<file path="src/rtl/writeback_regfile.sv">
`default_nettype none
// ============================================================================
// Module   : writeback_regfile
// Purpose  : Writeback stage and 32 x DATA_W register file. Each accepted
//            EX_WB bundle is held for one cycle in a pipeline register, then
//            committed to the register file. The module also counts retired
//            instructions and keeps a sticky halt flag. Two independent,
//            combinational read ports serve decode.
// Options  : define WB_BYPASS_EN to forward the pending write to the read
//            ports ahead of commit. Without it, decode stalls on wb_pending.
// Revision : 1.0 - initial release
// ============================================================================
module writeback_regfile #(
  parameter int DATA_W = 32,
  parameter int NREGS  = 32
) (
  input  logic              clock,
  input  logic              reset,
  input  logic [180:0]      EX_WB,
  input  logic [4:0]        rd_addr_a,
  output logic [DATA_W-1:0] rd_data_a,
  input  logic [4:0]        rd_addr_b,
  output logic [DATA_W-1:0] rd_data_b,
  output logic              halted,
  output logic [31:0]       retired_count,
  output logic              wb_pending
);

  // Opcode field values. c_OP_HALT is the only opcode with side effects
  // beyond the register write.
  localparam logic [15:0] c_OP_HALT = 16'h000E;

  // ---------------------------------------------------------------------
  // Bundle field extraction
  // ---------------------------------------------------------------------
  logic [DATA_W-1:0] w_ex_data;
  logic [4:0]        w_ex_addr;
  logic              w_ex_valid;
  logic [15:0]       w_ex_op;

  assign w_ex_data  = EX_WB[DATA_W-1:0];
  assign w_ex_addr  = EX_WB[68:64];
  assign w_ex_valid = EX_WB[69];
  assign w_ex_op    = EX_WB[85:70];

  // The rest of the bundle belongs to earlier stages and is deliberately
  // ignored here. It is folded into one bit so that the gap is explicit.
  logic w_unused_ex;
  assign w_unused_ex = ^{EX_WB[180:86], EX_WB[63:DATA_W]};

  // ---------------------------------------------------------------------
  // State
  // ---------------------------------------------------------------------
  logic [DATA_W-1:0] r_regs [NREGS];
  logic [DATA_W-1:0] r_wb_data;
  logic [4:0]        r_wb_addr;
  logic              r_wb_we;
  logic              r_halted;
  logic [31:0]       r_retired_count;

  // ---------------------------------------------------------------------
  // Opcode classification
  // ---------------------------------------------------------------------
  logic w_op_writes;
  logic w_op_halt;
  logic w_accept;
  logic w_capture_we;

  // Decode the opcode class. Undefined opcodes fall through as non-writing.
  always_comb begin
    w_op_writes = 1'b0;
    case (w_ex_op)
      16'h0001, 16'h0002, 16'h0003, 16'h0004,
      16'h0005, 16'h0006, 16'h0007, 16'h0008,
      16'h000B, 16'h000C, 16'h000D: w_op_writes = 1'b1;
      default:                      w_op_writes = 1'b0;
    endcase
  end

  assign w_op_halt = (w_ex_op == c_OP_HALT);

  // Once halted, every incoming bundle is dropped: no capture and no count.
  assign w_accept = w_ex_valid && !r_halted;

  // Writes to r0 are discarded at capture. This keeps r0 out of both the
  // commit path and the bypass compare.
  assign w_capture_we = w_op_writes && (w_ex_addr != 5'd0);

  // ---------------------------------------------------------------------
  // Writeback pipeline register, retire counter and halt flag
  // ---------------------------------------------------------------------
  // Capture accepted bundles. Without a capture, the write enable drops so
  // that each write commits only once.
  always_ff @(posedge clock) begin
    if (reset) begin
      r_wb_data       <= '0;
      r_wb_addr       <= '0;
      r_wb_we         <= 1'b0;
      r_halted        <= 1'b0;
      r_retired_count <= '0;
    end else if (w_accept) begin
      r_wb_data       <= w_ex_data;
      r_wb_addr       <= w_ex_addr;
      r_wb_we         <= w_capture_we;
      r_retired_count <= r_retired_count + 32'd1;
      if (w_op_halt) begin
        r_halted <= 1'b1;
      end
    end else begin
      r_wb_we <= 1'b0;
    end
  end

  // ---------------------------------------------------------------------
  // Register file
  // ---------------------------------------------------------------------
  // Commit the pending write. This runs on the same edge as a new capture
  // and is not blocked by halt. Reset drops a pending write.
  always_ff @(posedge clock) begin
    if (reset) begin
      for (int i = 0; i < NREGS; i++) begin
        r_regs[i] <= '0;
      end
    end else if (r_wb_we) begin
      r_regs[r_wb_addr] <= r_wb_data;
    end
  end

  // ---------------------------------------------------------------------
  // Read ports
  // ---------------------------------------------------------------------
  logic [DATA_W-1:0] w_rd_a;
  logic [DATA_W-1:0] w_rd_b;

  // Port A: r0 reads as zero. With bypass enabled, the pending write
  // takes priority over the stored value.
  always_comb begin
    w_rd_a = '0;
    if (rd_addr_a != 5'd0) begin
      w_rd_a = r_regs[rd_addr_a];
`ifdef WB_BYPASS_EN
      if (r_wb_we && (r_wb_addr == rd_addr_a)) begin
        w_rd_a = r_wb_data;
      end
`endif
    end
  end

  // Port B: same behaviour as port A. The two ports are fully independent.
  always_comb begin
    w_rd_b = '0;
    if (rd_addr_b != 5'd0) begin
      w_rd_b = r_regs[rd_addr_b];
`ifdef WB_BYPASS_EN
      if (r_wb_we && (r_wb_addr == rd_addr_b)) begin
        w_rd_b = r_wb_data;
      end
`endif
    end
  end

  assign rd_data_a     = w_rd_a;
  assign rd_data_b     = w_rd_b;
  assign halted        = r_halted;
  assign retired_count = r_retired_count;
  assign wb_pending    = r_wb_we;

endmodule
`default_nettype wire

</file>
<file path="config.mk">
export PLATFORM = sky130hd
export DESIGN_NAME = writeback_regfile
export DESIGN_NICKNAME = d
export VERILOG_FILES = /design/src/rtl/writeback_regfile.sv
export SDC_FILE = /design/constraint.sdc
export NUM_CORES = 2
export LEC_CHECK = 0
export CORE_ASPECT_RATIO = 0.9
export CORE_MARGIN = 5
export CORE_UTILIZATION = 45
export DETAILED_ROUTE_END_ITERATION = 6
export PLACE_DENSITY = 0.72
export SYNTH_ARGS = -nofsm -noshare
export SYNTH_HDL_FRONTEND = slang
export SYNTH_SLANG_ARGS = --single-unit
</file>
<file path="constraint.sdc">
create_clock -name clock -period 2.6 [get_ports clock]
set_clock_uncertainty 0.15 [all_clocks]
set_input_delay 0.52 -clock clock [delete_from_list [all_inputs] [get_ports clock]]
set_output_delay 0.52 -clock clock [all_outputs]
set_load 0.02 [all_outputs]
</file>
==> impl_metrics.tcl <==
set metrics [dict create \
    status "finished, violations left" \
    timing.critical_path.required_ns 1.93 \
    die_h_microns 350 \
    die_x_microns 387 \
    placement.setup.worst_slack_ns -1.13 \
    floorplan.initialDensity_pct 45.4 \
    syn-num-nets 4254 \
    global_route_wire_length_before_repair_microns 274000 \
    failed_checks "negative setup slack" \
    number_of_vias_per_cell 6.34 \
    first_iter_violations 5390 \
    netlist_instances 4058 \
    globalRoute.totalOverflow 0 \
    tritoncts_clock_tree "done" \
    syn_std_cell_area_sq_um 57700 \
    design.die.area_sq_um 136000 \
    finalCoreUtilization_pct 57.4 \
    dp.cells 6073 \
    design_internal_power_uw 32000 \
    worst_hold_slack_ns 0.207 \
    peakVddDrop_uv 488 \
    share_seq_of_total_power_pct 47.2 \
    net-switching-power_uw 10600 \
    comb_power_share_pct 14.5 \
    wl_per_cell_microns 30.0 \
    clkSinkCount 1095 \
    post_synth.cell_area_avg_sq_um 14.2 \
    vias_in_the_first_global_route 40600 \
    power.leakage_uw 0.0268 \
    timing_hold_violations_final 0 \
    fillerInstances 9607 \
    num_rows 124 \
    count_of_flip_flops_with_a_built_in_enable_after_synthesis 1024 \
    finalWeightedCongestion 0.908 \
    wirelength_microns 191000 \
    slew_at_the_pin_closest_to_its_max_slew_limit_ns 0.977 \
    synth.ff_latch_count 1095 \
    power_switching_share_pct 24.9 \
    layout_worst_path_cycle_share_pct 125 \
    p_clk_share_pct 38.3 \
    yosys_warnings 0 \
    grt_start_max_net_pins 117 \
    clk_path_buf_depth 3 \
    layout-area-overhead-vs-synth_pct 26.5 \
    timing.final.crit_period_ns 3.24 \
    timing.final.setup_violations 64 \
    power_density_nw_per_um2 584 \
    post_route_drc 0 \
    fin_nets 4747 \
    slew_headroom_pct 34.8 \
    finalWorstSetupSlack_ns -0.645 \
    crit_type "reg2out" \
    timing_max_transition_violations_final 0 \
    fin_cells 6352 \
    ant_nets 0 \
    timing.critical_path.from_type "register" \
    clock_latency_late_sink_ns 0.73 \
    core_region_area_sq_um 127000 \
    worst-path-max-fanout 2 \
    worstPathArrival_ns 2.57 \
    antenna_violations_before_repair 4 \
    endpoint_kind "output port" \
    max_cap_viol_count 0 \
    root_buffer "sky130_fd_sc_hd__clkbuf_16" \
    rsz_0062_raised_after_global_routing "yes" \
    post_route_cells_drive_above_1_share_pct 38.1 \
    achievable-frequency_mhz 308 \
    drt_pass1_iterations 6 \
    yosysSeqAreaShare_pct 55.7 \
    report.power.total_uw 42600 \
    pin_count 291 \
    worstHoldPathType "in2reg" \
    numPortBuffers 163 \
    post-dp-hpwl_microns 126000 \
    cts-htree-levels 3 \
    netlist-cell-type-count 47 \
    detailroute.via_count 40200 \
    grt_util_all_layers_pct 27.3 \
    yosys_most_used_dff "sky130_fd_sc_hd__edfxtp_1" \
    cts_buffers 109 \
    synth_async_sr_flop_share_pct 0 \
    cts.reportedPaths.clkPinSlew_ns 0.07 \
]
==> path summary, 6_finish.rpt <==
| path | startpoint | to | slack (ns) | cells past startpoint |
|---|---|---|---|---|
| max reg2reg | r_wb_addr[2] | r_regs[6][29] | 0.31 | 4 |
| min | EX_WB[4] | r_wb_data[4] | 0.21 | 3 |
| min reg2reg | r_wb_data[8] | r_wb_data[8] | 0.30 | 2 |
| max | r_regs[11][7] | rd_data_a[7] | -0.64 | 7 |
==> per-layer routing <==
| layer | global-route usage, % | wire (microns) |
|---|---|---|
| met5 | 0 | 12 |
| met4 | 12.5 | 9490 |
| met3 | 7.84 | 24800 |
| met2 | 41.1 | 85800 |
| met1 | 37.1 | 70500 |
==> cells in the mapped netlist (8+ instances only) <==
cell type                   number  area, sq um
sky130_fd_sc_hd__a211oi_1       64          480
sky130_fd_sc_hd__a21oi_1        47          235
sky130_fd_sc_hd__a221oi_1       16          140
sky130_fd_sc_hd__a22oi_1        64          480
sky130_fd_sc_hd__a311oi_1       65          569
sky130_fd_sc_hd__and2_1       1029         6440
sky130_fd_sc_hd__buf_1           9         33.8
sky130_fd_sc_hd__buf_2          88          440
sky130_fd_sc_hd__clkbuf_1      327         1230
sky130_fd_sc_hd__dfxtp_1        71         1420
sky130_fd_sc_hd__edfxtp_1     1024        30700
sky130_fd_sc_hd__mux2_2         77          867
sky130_fd_sc_hd__mux2i_1       129         1290
sky130_fd_sc_hd__mux4_2        448        10100
sky130_fd_sc_hd__nand2_1       184          691
sky130_fd_sc_hd__nand3_1        12         60.1
sky130_fd_sc_hd__nand4_1         9         56.3
sky130_fd_sc_hd__nor2_1         64          240
sky130_fd_sc_hd__nor2b_1        82          513
sky130_fd_sc_hd__nor4_1         16          100
sky130_fd_sc_hd__o2111ai_1      48          420
sky130_fd_sc_hd__o21ai_0        83          415
sky130_fd_sc_hd__or2_2          34          213
sky130_fd_sc_hd__or4_1           9         67.6
sky130_fd_sc_hd__xor2_1          8         70.1
==> power by group through the flow <==
stage               Clock, uW  Combinational, uW  Sequential (uW)
finish                  16300               6170            20100
detailed placement          0               5290            20500
floorplan                   0               2840            20300
global placement            0               5250            20400
global route            17200               6360            20200
CTS                     16400               5810            20100
==> logic make-up (layout without fill, tap and decap cells) <==
family	count (synthesis)	after routing	synth area share, %
XOR/XNOR	9	9	0.137
AND/OR/NAND/NOR	1463	1463	14.9
adder cells (fa/ha/maj)	3	3	0.0651
buffers and inverters	439	1029	3.10
flip-flops	1095	1095	55.7
multiplexers	654	654	21.2
AO/OA/AOI/OAI	395	395	4.86
other	0	3	0
==> metrics by stage <==
step           area, sq um  TNS [ns]
2_1_floorplan        58500         0
3_3_place_gp         66000    -50.05
3_5_place_dp         66000    -50.36
4_1_cts              71800    -32.46
5_1_grt              73000    -33.86
6_report             73000    -31.16
==> registers in the layout (all words and copies together) (netlist names) <==
| name | cells |
|---|---|
| retired_count | 32 |
| r_regs | 1024 |
| halted | 1 |
| r_wb_addr | 5 |
| r_wb_data | 32 |
| wb_pending | 1 |
==> critical path, cell delays in order (launching register included) <==
cell and delay [ns]:
sky130_fd_sc_hd__edfxtp_1 0.42, sky130_fd_sc_hd__mux4_2 0.49, sky130_fd_sc_hd__nor2b_1 0.16, sky130_fd_sc_hd__a211oi_2 0.23
sky130_fd_sc_hd__buf_4 0.17, sky130_fd_sc_hd__a311oi_2 0.05, sky130_fd_sc_hd__buf_4 0.21, sky130_fd_sc_hd__buf_6 0.13
==> placed cells by master (no fill, tap or decap), types with 33 or more instances in the layout <==
master	instances
sky130_fd_sc_hd__nor2b_1	52
sky130_fd_sc_hd__edfxtp_1	1024
sky130_fd_sc_hd__nor2_2	36
sky130_fd_sc_hd__buf_4	466
sky130_fd_sc_hd__mux2_2	33
sky130_fd_sc_hd__nand2_1	184
sky130_fd_sc_hd__dfxtp_1	71
sky130_fd_sc_hd__buf_12	125
sky130_fd_sc_hd__mux2_4	44
sky130_fd_sc_hd__a21oi_1	47
sky130_fd_sc_hd__clkbuf_16	118
sky130_fd_sc_hd__buf_6	94
sky130_fd_sc_hd__mux2i_1	128
sky130_fd_sc_hd__mux4_2	448
sky130_fd_sc_hd__a311oi_2	36
sky130_fd_sc_hd__and2_1	1028
sky130_fd_sc_hd__or2_2	33
sky130_fd_sc_hd__a22oi_1	48
sky130_fd_sc_hd__a211oi_2	45
sky130_fd_sc_hd__clkdlybuf4s50_1	86
==> final cells by class <==
| cell class | instances | area (sq um) | share of cell area [%] |
|---|---|---|---|
| Antenna cell | 3 | 7.51 | 0.0103 |
| Clock buffer | 132 | 2900 | 3.97 |
| Clock inverter | 76 | 746 | 1.02 |
| Inverter | 7 | 30.0 | 0.0411 |
| Multi-Input combinational cell | 2524 | 26100 | 35.7 |
| Sequential cell | 1095 | 32200 | 44.1 |
| Tap cell | 1701 | 2130 | 2.92 |
| Timing Repair Buffer | 814 | 8910 | 12.2 |
==> repair_timing <==
action,CTS,global route
hold buffers,0,0
buffers inserted,37,34
setup endpoints to repair,64,66
gates resized for setup,488,180
pin swaps,67,51
cloned,8,6
Note: power is estimated with default switching activity, not from simulation.
